==> src/rtl/puf_resp_uart_tx.sv <==
// rtl/puf_resp_uart_tx.sv - 64-bit PUF/RNG response to ASCII hex line over 8N1 UART
`timescale 1ns/1ps
module puf_resp_uart_tx #(
    parameter int CLK_FREQ = 100000000,
    parameter int BAUD     = 115200,
    parameter int DATA_W   = 64
) (
    input  logic              CLK100MHZ,
    input  logic              reset_n,
    input  logic [DATA_W-1:0] resp_data,
    input  logic              resp_valid,
    output logic              resp_ready,
    output logic              uart_tx,
    output logic              busy,
    output logic [15:0]       frames_sent
);
    localparam int CLKS_PER_BIT = CLK_FREQ / BAUD;
    localparam int CW = (CLKS_PER_BIT > 1) ? $clog2(CLKS_PER_BIT) : 1;
    localparam logic [CW-1:0] BAUD_LAST = CW'(CLKS_PER_BIT - 1);
    localparam logic [CW-1:0] BAUD_ONE  = CW'(1);

    typedef enum logic [2:0] {S_IDLE, S_LOAD, S_START, S_DATA, S_STOP} state_e;

    state_e            state_q, state_d;
    logic [CW-1:0]     baud_q, baud_d;
    logic [2:0]        bit_q, bit_d;
    logic [4:0]        byte_q, byte_d;
    logic [DATA_W-1:0] shadow_q, shadow_d;
    logic [7:0]        char_q, char_d;
    logic              tx_q, tx_d;
    logic [15:0]       frames_q, frames_d;

    logic              accept;
    logic              baud_done;
    logic [5:0]        shamt;
    logic [DATA_W-1:0] shifted;
    logic [3:0]        nib;
    logic [7:0]        line_char;
    logic [2:0]        bit_nx;

    // Ready is gated by reset_n so the source never sees ready while reset is held.
    assign resp_ready  = (state_q == S_IDLE) && reset_n;
    assign busy        = (state_q != S_IDLE);
    assign uart_tx     = tx_q;
    assign frames_sent = frames_q;
    assign accept      = resp_valid & resp_ready;
    assign baud_done   = (baud_q == BAUD_LAST);
    assign bit_nx      = bit_q + 3'd1;

    always_comb begin
        shamt     = 6'd60 - {byte_q[3:0], 2'b00};
        shifted   = shadow_q >> shamt;
        nib       = shifted[3:0];
        line_char = (nib < 4'd10) ? (8'h30 + {4'h0, nib}) : (8'h37 + {4'h0, nib});
        if (byte_q == 5'd16) line_char = 8'h0D;
        else if (byte_q == 5'd17) line_char = 8'h0A;
    end

    always_comb begin
        state_d  = state_q;
        baud_d   = baud_q + BAUD_ONE;
        bit_d    = bit_q;
        byte_d   = byte_q;
        shadow_d = shadow_q;
        char_d   = char_q;
        tx_d     = tx_q;
        frames_d = frames_q;
        case (state_q)
            S_IDLE: begin
                tx_d   = 1'b1;
                baud_d = '0;
                if (accept) begin
                    shadow_d = resp_data;
                    byte_d   = 5'd0;
                    state_d  = S_LOAD;
                end
            end
            S_LOAD: begin
                // tx is registered, so the start bit is launched on the LOAD exit edge.
                char_d  = line_char;
                baud_d  = '0;
                tx_d    = 1'b0;
                state_d = S_START;
            end
            S_START: begin
                if (baud_done) begin
                    baud_d  = '0;
                    bit_d   = 3'd0;
                    tx_d    = char_q[0];
                    state_d = S_DATA;
                end
            end
            S_DATA: begin
                if (baud_done) begin
                    baud_d = '0;
                    if (bit_q == 3'd7) begin
                        tx_d    = 1'b1;
                        state_d = S_STOP;
                    end else begin
                        bit_d = bit_nx;
                        tx_d  = char_q[bit_nx];
                    end
                end
            end
            S_STOP: begin
                if (baud_done) begin
                    baud_d = '0;
                    tx_d   = 1'b1;
                    if (byte_q == 5'd17) begin
                        frames_d = frames_q + 16'd1;
                        state_d  = S_IDLE;
                    end else begin
                        byte_d  = byte_q + 5'd1;
                        state_d = S_LOAD;
                    end
                end
            end
            default: begin
                tx_d    = 1'b1;
                state_d = S_IDLE;
            end
        endcase
    end

    always_ff @(posedge CLK100MHZ or negedge reset_n) begin
        if (!reset_n) begin
            state_q  <= S_IDLE;
            baud_q   <= '0;
            bit_q    <= 3'd0;
            byte_q   <= 5'd0;
            shadow_q <= '0;
            char_q   <= 8'h00;
            tx_q     <= 1'b1;
            frames_q <= 16'd0;
        end else begin
            state_q  <= state_d;
            baud_q   <= baud_d;
            bit_q    <= bit_d;
            byte_q   <= byte_d;
            shadow_q <= shadow_d;
            char_q   <= char_d;
            tx_q     <= tx_d;
            frames_q <= frames_d;
        end
    end
endmodule

==> config.mk <==
export PLATFORM = sky130hd
export DESIGN_NAME = puf_resp_uart_tx
export DESIGN_NICKNAME = d
export VERILOG_FILES = /design/src/rtl/puf_resp_uart_tx.sv
export SDC_FILE = /design/constraint.sdc
export NUM_CORES = 1
export LEC_CHECK = 0
export CAP_MARGIN = 15
export CORE_AREA = 4 4 108 110
export DETAILED_ROUTE_END_ITERATION = 7
export DIE_AREA = 0 0 112 114
export PLACE_DENSITY = 0.75
export SYNTH_ARGS = -nofsm -noshare
export SYNTH_HDL_FRONTEND = slang
export SYNTH_SLANG_ARGS = --single-unit
==> constraint.sdc <==
create_clock -name CLK100MHZ -period 3.1 [get_ports CLK100MHZ]
set_clock_uncertainty 0.15 [all_clocks]
set_input_delay 0.62 -clock CLK100MHZ [delete_from_list [all_inputs] [get_ports CLK100MHZ]]
set_output_delay 0.62 -clock CLK100MHZ [all_outputs]
set_load 0.03 [all_outputs]
; ---- Word level (Yosys, flattened, before mapping)
; Index checks and enable logic that the tools add are counted.
[classes]
n_shift = 1
n_mux = 27
n_addsub = 7
magnitude_cmp = 2
bitwise = 1
reduce_logical = 13
n_eq_ne = 15
[ops]
columns = operator, n
row1 = $shr 64x6->4, 1
row2 = $mux 3, 8
row3 = $pmux 10 s2, 1
row4 = $add 16x1->16 const B, 1
row5 = $mux 5, 3
row6 = $pmux 3 s5, 1
row7 = $add 6x4->7 const A, 2
row8 = $mux 7, 2
row9 = $ne 2x2->1 const B, 7
row10 = $add 10x1->10 const B, 1
row11 = $eq 10x10->1 const B, 1
row12 = $eq 5x5->1 const B, 2
row13 = $mux 10, 1
row14 = $pmux 5 s2, 1
row15 = $mux 8, 1
row16 = $reduce_and 4->1, 2
row17 = $eq 3x2->1 const B, 2
row18 = $eq 3x3->1 const B, 2
row19 = $mux 1, 6
row20 = $pmux 3 s2, 1
row21 = $reduce_and 3->1, 2
row22 = $sub 6x6->6 const A, 1
row23 = $add 5x1->5 const B, 1
row24 = $reduce_and 5->1, 1
row25 = 14 further kinds, 15
[totals]
in_bits = 67
register_bits = 110
output_inout_bits = 19

; ---- Longest topological paths before layout
; Gate-level depths: netlist (run 1).
[depth]
word_depth = 6
ltp_mapped = 12
ltp_nobuf = 9

; ---- Worst setup path before layout (run 1)
; OpenSTA, ideal clock, no wires.
[synth_timing]
path_kind = register to register
start = register byte_q[0]
end = register char_q[2]
setup_slack_ns = 0.501
stages_incl_launch_ff = 11
arrival_ns = 2.372
setup_time_ns = 0.077
path_buffers = 2
cell_sequence = dfrtp_1 buf_6 buf_12 mux4_2 mux4_2 clkinv_2 ha_1 inv_1 nor4b_1 o21ai_1 a21oi_1
[synth_between]
elab_chain_cells = 6
elab_cells_between_ends = 10
[synth_lines]
columns = item, line_no
row1 = "start, declared", 27  ; logic [4:0] byte_q, byte_d;
row2 = "start signal, assigned", 139  ; byte_q <= byte_d;
row3 = $sub 6x6->6, 51  ; shamt = 6'd60 - {byte_q[3:0], 2'b00};
row4 = $shr 64x6->4, 52  ; shifted = shadow_q >> shamt;
row5 = $add 6x4->7 or $lt 4x4->1 (tied branches), 54  ; line_char = (nib < 4'd10) ? (8'h30 + {4'h0, nib}) : (8'h37 + {4'h0, nib});
row6 = $mux 7, 54
row7 = $mux 7, 56  ; else if (byte_q == 5'd17) line_char = 8'h0A;
row8 = $mux 8 (*), 55  ; if (byte_q == 5'd16) line_char = 8'h0D;
row9 = "end signal, assigned", 141  ; char_q <= char_d;
row10 = "end, declared", 29  ; logic [7:0] char_q, char_d;
; Mark *: on every way between the ends. The rest lies on a longest branch, timed or not.
; A chain may end at the register's enable or synchronous reset.

; ---- Final worst setup path (run 1)
; Ends and elaborated chain as after synthesis.

==> metrics, run 1 <==
WP depth=10; DR DRC count=0; clock sink count=109; CTS clk-pin slew, worst paths=0.11 ns; Ys Warns=0; slack of the critical path=0.348 ns; Multi-input gate area=2340 um2; status=completed; FF-to-FF Start=byte_q[0]; post-placement cell count=616; Area Overhead vs Synth=22.2%; Worst Setup Slack post-DPL=0.336 ns; share of cells above drive strength 1=23.5%; Routed WL=10.9 mm; CTS max path bufs=2; Worst path top cell family by delay=flip-flops; setup TNS=0 ns; PwrDens=379 nW/um2; Hold Crit Class=reg2reg; Initial Utilization=49.4%; H-Tree Depth=3; slowest cell on the critical path=dfrtp_1; CP Class=reg2reg; Setup violations, final=0; WP data required=3.26 ns; Routed Antenna Nets=0; CP max stage delay=0.58 ns; crit-path cells=buf_4 > mux4_1 > nand3_1 > nand4_2 > inv_2 > ha_1 > inv_1 > nor4b_1 > o21ai_1 > a21oi_1; Post CTS Setup Buffer Count=0; Port-buffer cells=85; fin util=60.3%; Final period util=88.8%; fin nets=564; # IOs=86; die area=12,800 um2; vias per inst=5.52; maximum clock frequency=363 MHz; Yosys reg bits=109; CP max FO=8; most frequent cells in the layout=dfrtp_1 (108), clkdlybuf4s50_1 (83), mux2_2 (65), nor2_1 (26), nand3_1 (18); Die Width=112 um; commonest non-fill, non-tap cell in the layout=dfrtp_1; Ant. Diodes=0; crit path buf inv count=3; Yosys cell types=54; clk_lat worst skew=0.38 ns; via count=3,492; gr usage total=17.6%; drt wl/cell=17.3 um; cell area after synthesis=5280 um2; Post-synth EDFFs=0; Seq/Total Area, Yosys=51.7%; P_leak=3.03 nW; Worst Setup Start Kind=flop; dpl hpwl=8.09 mm; fin cells=633; worst-margin pin slew=0.537 ns; final hold violations=0; largest net degree at the start of global routing=89; initial antenna violation count=0; peak supply drop=0.276 mV; syn avg cell area=13.0 um2; sequential cell area=2730 um2; critical path startpoint=byte_q[0]; syn_nets=480; max-slew violation count=0; Root Buffer=clkbuf_8; CTS tree=built; Starting DRT DRC Count=230; first-pass GRT wire length=18.1 mm; Worst EP arrival=2.91 ns; RR Endpoint=char_q[2]; fin crit period=2.75 ns; unrepaired setup endpoints after global routing=no; Async SR Flop Fraction=100%; R2R depth=10; Max-slew headroom=64.2%; Main synth FF type=dfrtp_1; element type at the critical path end=flop; hold buffers post-CTS=1; Cells after Synth=405; worst reg-to-reg setup slack=0.35 ns; Post-CTS Resized=0; Filler cells=857; Die Y=114 um; vias in the first global route=3,702; CTS Buf Count=9; total gr overflow=0; Max-Cap Viols=0; Worst Setup EP=char_q[2]; # rows=38; core area=10,700 um2; GP Congestion=0.784; drt pass-1 iters=4
through the flow:
step / power, mW / hold WS (ns) / instance area [um2]
finish: 2.45 / 0.337 / 6450
global route: 2.53 / 0.351 / 6450
CTS: 2.47 / 0.342 / 6430
detailed placement: 1.56 / 0.323 / 6210
global placement: 1.56 / 0.313 / 6210
floorplan: 1.45 / 0.174 / 5280
cell usage after synthesis (7+ instances only):
cell type  instances  area share (%)
buf_2             11             1.0
nor3_1             7            0.66
clkbuf_1           7            0.50
dfrtp_1          108              51
nand3_1           18             1.7
mux2_2            65              14
nand2_1           17             1.2
mux4_2             9             3.8
xnor2_1           13             2.2
nor2_1            26             1.8
and3_1            10             1.2
inv_1              7            0.50
ha_1               8             1.9
mux4_1             9             4.5
xor2_1            13             2.2
a21oi_1            7            0.66
worst register-to-register path, cell delays in order, from the launching register on:
cell and delay, ns:
dfrtp_1 0.58, buf_4 0.26, mux4_1 0.56, nand3_1 0.11
nand4_2 0.14, inv_2 0.11, ha_1 0.19, inv_1 0.05
nor4b_1 0.32, o21ai_1 0.09, a21oi_1 0.13
how the worst min path moves through the flow:
stage                          from         endpoint  depth (start not counted)
CTS                 frames_sent[15]  frames_sent[15]                          1
finish              frames_sent[15]  frames_sent[15]                          1
global placement    frames_sent[15]  frames_sent[15]                          1
floorplan                   reset_n        baud_q[0]                          0
detailed placement  frames_sent[15]  frames_sent[15]                          1
global route        frames_sent[15]  frames_sent[15]                          1
final cells by class:
cell class / instances / share of cell area [%]
multi-input cells: 261 / 36.3
clock buffers: 9 / 1.92
clock inverters: 6 / 1.30
flip-flops and latches: 109 / 42.3
repair buffers: 97 / 14.8
inverters: 11 / 0.659
well taps: 140 / 2.71
power breakdown:
part | internal (mW) | switching [mW]
Clock | 0.388 | 0.522
Sequential | 1.42 | 0
Combinational | 0.0775 | 0.0413
Total | 1.89 | 0.563
flip-flops by register name, summed over array words and instances (netlist names):
| name | flops |
|---|---|
| baud_q | 10 |
| byte_q | 5 |
| frames_sent | 16 |
| char_q | 7 |
| uart_tx | 1 |
| shadow_q | 64 |
| bit_q | 3 |
| state_q | 3 |
routing by layer:
layer	global-route usage (%)	part of all wire, %	vias to the layer above
li1	-	-	1630
met1	21.8	41	1756
met2	30.9	51	90
met3	4.46	5.0	16
met4	4.97	2.1	0
met5	0	0	-
cell families (layout without fill, tap and decap cells):
kind of cell | after synthesis | count (layout) | share of synthesized area [%]
AOI/OAI and AO/OA | 35 | 35 | 4.74
xor gates and xnor gates | 26 | 26 | 4.31
adders and majority gates | 8 | 8 | 1.90
buffers and inverters | 35 | 123 | 4.00
DFF | 109 | 109 | 51.7
muxes | 86 | 86 | 22.7
and+or+nand+nor | 106 | 106 | 10.6
No activity file was read; power rests on OpenSTA's default activity.
==> inputs of run 2 (changes only) <==
--- a/config.mk
+++ b/config.mk
@@ -5,10 +5,10 @@
 export SDC_FILE = /design/constraint.sdc
 export NUM_CORES = 1
 export LEC_CHECK = 0
-export CAP_MARGIN = 15
 export CORE_AREA = 4 4 108 110
 export DETAILED_ROUTE_END_ITERATION = 7
 export DIE_AREA = 0 0 112 114
+export GPL_ROUTABILITY_DRIVEN = 0
 export PLACE_DENSITY = 0.75
 export SYNTH_ARGS = -nofsm -noshare
 export SYNTH_HDL_FRONTEND = slang
==> constraint.sdc (replaced) <==
create_clock -name CLK100MHZ -period 3.1 [get_ports CLK100MHZ]
set_clock_uncertainty 0.15 [all_clocks]
set_input_delay 0.31 -clock CLK100MHZ [delete_from_list [all_inputs] [get_ports CLK100MHZ]]
set_output_delay 0.31 -clock CLK100MHZ [all_outputs]
set_load 0.03 [all_outputs]
==> run 2 against run 1 <==
  * Fmax grew 3.2%
  * Design area is 0.68% lower
  * Core utilization down 0.41 points
  * Count of clock-buffer cells in the layout stayed put
  * Final cell count is 0.16% lower
  * Global-route usage decreased by 0.49 points
  * Clock power down 3.8%
  * Wire length decreased by 5.8%
  * Combinational power is 4% lower
  * Via count is 1.2% lower
  * Sequential share of layout area rose by 0.29 points
  * Largest cell class unchanged
  * Highest routed layer unchanged
==> metrics, run 2 (synthesis results as in run 1) <==
largest net degree at the start of global routing=89 (unchanged); RR Endpoint=char_q[2]; slack of the critical path=0.432 ns (+0.0847 ns); first-pass GRT wire length=17.6 mm (-2.6%); Hold Crit Class=in2async; element type at the critical path end=flop; Filler cells=861 (+0.47%); unrepaired setup endpoints after global routing=no; via count=3,449 (-1.2%); Routed WL=10.3 mm (-5.8%); Ant. Diodes=0 (unchanged); Switching Share=22.3% (-0.64 points); commonest non-fill, non-tap cell in the layout=dfrtp_1; clock sink count=109 (unchanged); number of flip-flops under the largest register name=64 (unchanged); vias in the first global route=3,609 (-2.5%); finished layout cell area=6410 um2 (-0.68%); max-slew violation count=0 (unchanged); worst-margin pin slew=1.10 ns (+0.561 ns); share of cells above drive strength 1=23.2% (-0.36 points); Max-slew headroom=26.8% (-37 points); WP data required=3.26 ns (about the same); CTS Buf Count=9 (unchanged); fin cells=632 (-0.16%); setup TNS=0 ns (unchanged); gr usage total=17.1% (-0.49 points); H-Tree Depth=3 (unchanged); status=completed; Initial Utilization=49.4% (unchanged); Die Width=112 um (unchanged); DR DRC count=0 (unchanged); crit-path cells=buf_4 > buf_4 > mux4_1 > nand3_1 > nand4_2 > inv_2 > ha_1 > inv_1 > nor4b_1 > o21ai_1 > a21oi_1; fin util=59.9% (-0.41 points); Port-buffer cells=85 (unchanged); fin nets=562 (-0.35%); initial antenna violation count=0 (unchanged); # rows=38 (unchanged); Pint=1.87 mW (-0.81%); Starting DRT DRC Count=224 (-2.6%); Root Buffer=clkbuf_8; part of the power in registers=59.0% (+1.0 points); R2R depth=11 (+1); final hold violations=0 (unchanged); combinational share of power=4.7% (about the same); CP max stage delay=0.56 ns (-0.02 ns); most frequent cells in the layout=dfrtp_1 (108), clkdlybuf4s50_1 (84), mux2_2 (65), nor2_1 (26), nand3_1 (18); clock share of power=36.3% (-0.8 points); CP max FO=12 (+4); PwrDens=376 nW/um2 (-0.95%); CTS max path bufs=2 (unchanged); dpl hpwl=7.60 mm (-6.1%); P_leak=3.00 nW (-0.91%); drt wl/cell=16.3 um (-5.6%); worst reg-to-reg setup slack=0.43 ns (+0.08 ns); CP Class=reg2reg; Post CTS Setup Buffer Count=0 (unchanged); fin crit period=2.67 ns (-0.0847 ns); NetSw=0.538 mW (-4.4%); slowest cell on the critical path=mux4_1; die area=12,800 um2 (unchanged); total power=2.41 mW (-1.6%); Worst Setup Start Kind=flop; core area=10,700 um2 (unchanged); Worst EP arrival=2.83 ns (-0.08 ns); placed inst area=6200 um2 (about the same); post-placement cell count=615 (-0.16%); clk_lat worst skew=0.38 ns (about the same); hold_ws=0.253 ns (-0.0837 ns); Final period util=86.0% (-2.7 points); FF-to-FF Start=byte_q[0]; total gr overflow=0 (unchanged); CTS clk-pin slew, worst paths=0.10 ns (about the same); vias per inst=5.46 (-1.1%); CTS tree=built; drt pass-1 iters=4 (unchanged); Area Overhead vs Synth=21.4%; Setup violations, final=0 (unchanged); Die Y=114 um (unchanged); peak supply drop=0.295 mV (+6.9%); Routed Antenna Nets=0 (unchanged); Critical Path Most Common Cell=buf_4; Worst Setup Slack post-DPL=0.434 ns (+0.0987 ns); Max-Cap Viols=0 (unchanged); # IOs=86 (unchanged); Top reg by flops=shadow_q; maximum clock frequency=375 MHz (+3.2%)
==> run 2: worst max-delay path by stage <==
stage                     startpoint         to  slack, ns  depth (start not counted)
final                      byte_q[0]  char_q[2]       0.43                         11
after CTS                  byte_q[0]  char_q[2]       0.41                         11
after floorplan            byte_q[0]  char_q[2]       0.50                         10
after global routing       byte_q[0]  char_q[2]       0.25                         11
after detailed placement   byte_q[0]  char_q[2]       0.43                         11
after global placement     byte_q[0]  char_q[2]       0.53                          9
==> run 2: final cells by class <==
type / instances / area (um2) / share of cell area, %
Clock buffer: 9 / 124 / 1.93
Clock inverter: 7 / 72.6 / 1.13
Inverter: 11 / 42.5 / 0.664
Multi-Input combinational cell: 261 / 2340 / 36.5
Sequential cell: 109 / 2730 / 42.6
Tap cell: 140 / 175 / 2.73
Timing Repair Buffer: 95 / 926 / 14.4
==> run 2: power groups by stage <==
stage	clock [mW]	combinational, mW	sequential [mW]
2_1_floorplan	0	0.000705	1.45
3_3_place_gp	0	0.114	1.45
3_5_place_dp	0	0.116	1.45
4_1_cts	0.899	0.117	1.42
5_1_grt	0.964	0.125	1.42
6_report	0.875	0.114	1.42
==> run 2: what timing repair did <==
action / in CTS / in global routing
hold buffers: 1 / 0
hold endpoints to repair: 21 / 0
gates resized for setup: 0 / 0
==> run 2: routing by layer <==
layer  vias up  track usage [%]  routed length (um)
met4         0             5.77                 172
li1       1638                -                   -
met3        15             3.29                 469
met1      1717             22.5                4570
met5         -                0                   0
met2        79             28.9                5090
==> run 2: worst max-delay path: cells and delay by family, from the launching register on <==
family | cells | cell delay [ns]
compound gates | 2 | 0.23
mux | 1 | 0.56
buf+inv | 4 | 0.55
flops | 1 | 0.36
simple gates | 3 | 0.57
fa+ha+maj | 1 | 0.19
==> inputs of run 3 (changes only) <==
--- a/config.mk
+++ b/config.mk
@@ -9,6 +9,7 @@
 export DETAILED_ROUTE_END_ITERATION = 7
 export DIE_AREA = 0 0 112 114
 export GPL_ROUTABILITY_DRIVEN = 0
+export HOLD_SLACK_MARGIN = 0.1
 export PLACE_DENSITY = 0.75
 export SYNTH_ARGS = -nofsm -noshare
 export SYNTH_HDL_FRONTEND = slang
==> results of run 3 <==
No change in the layout: final DEF, timing and power equal those of run 2.
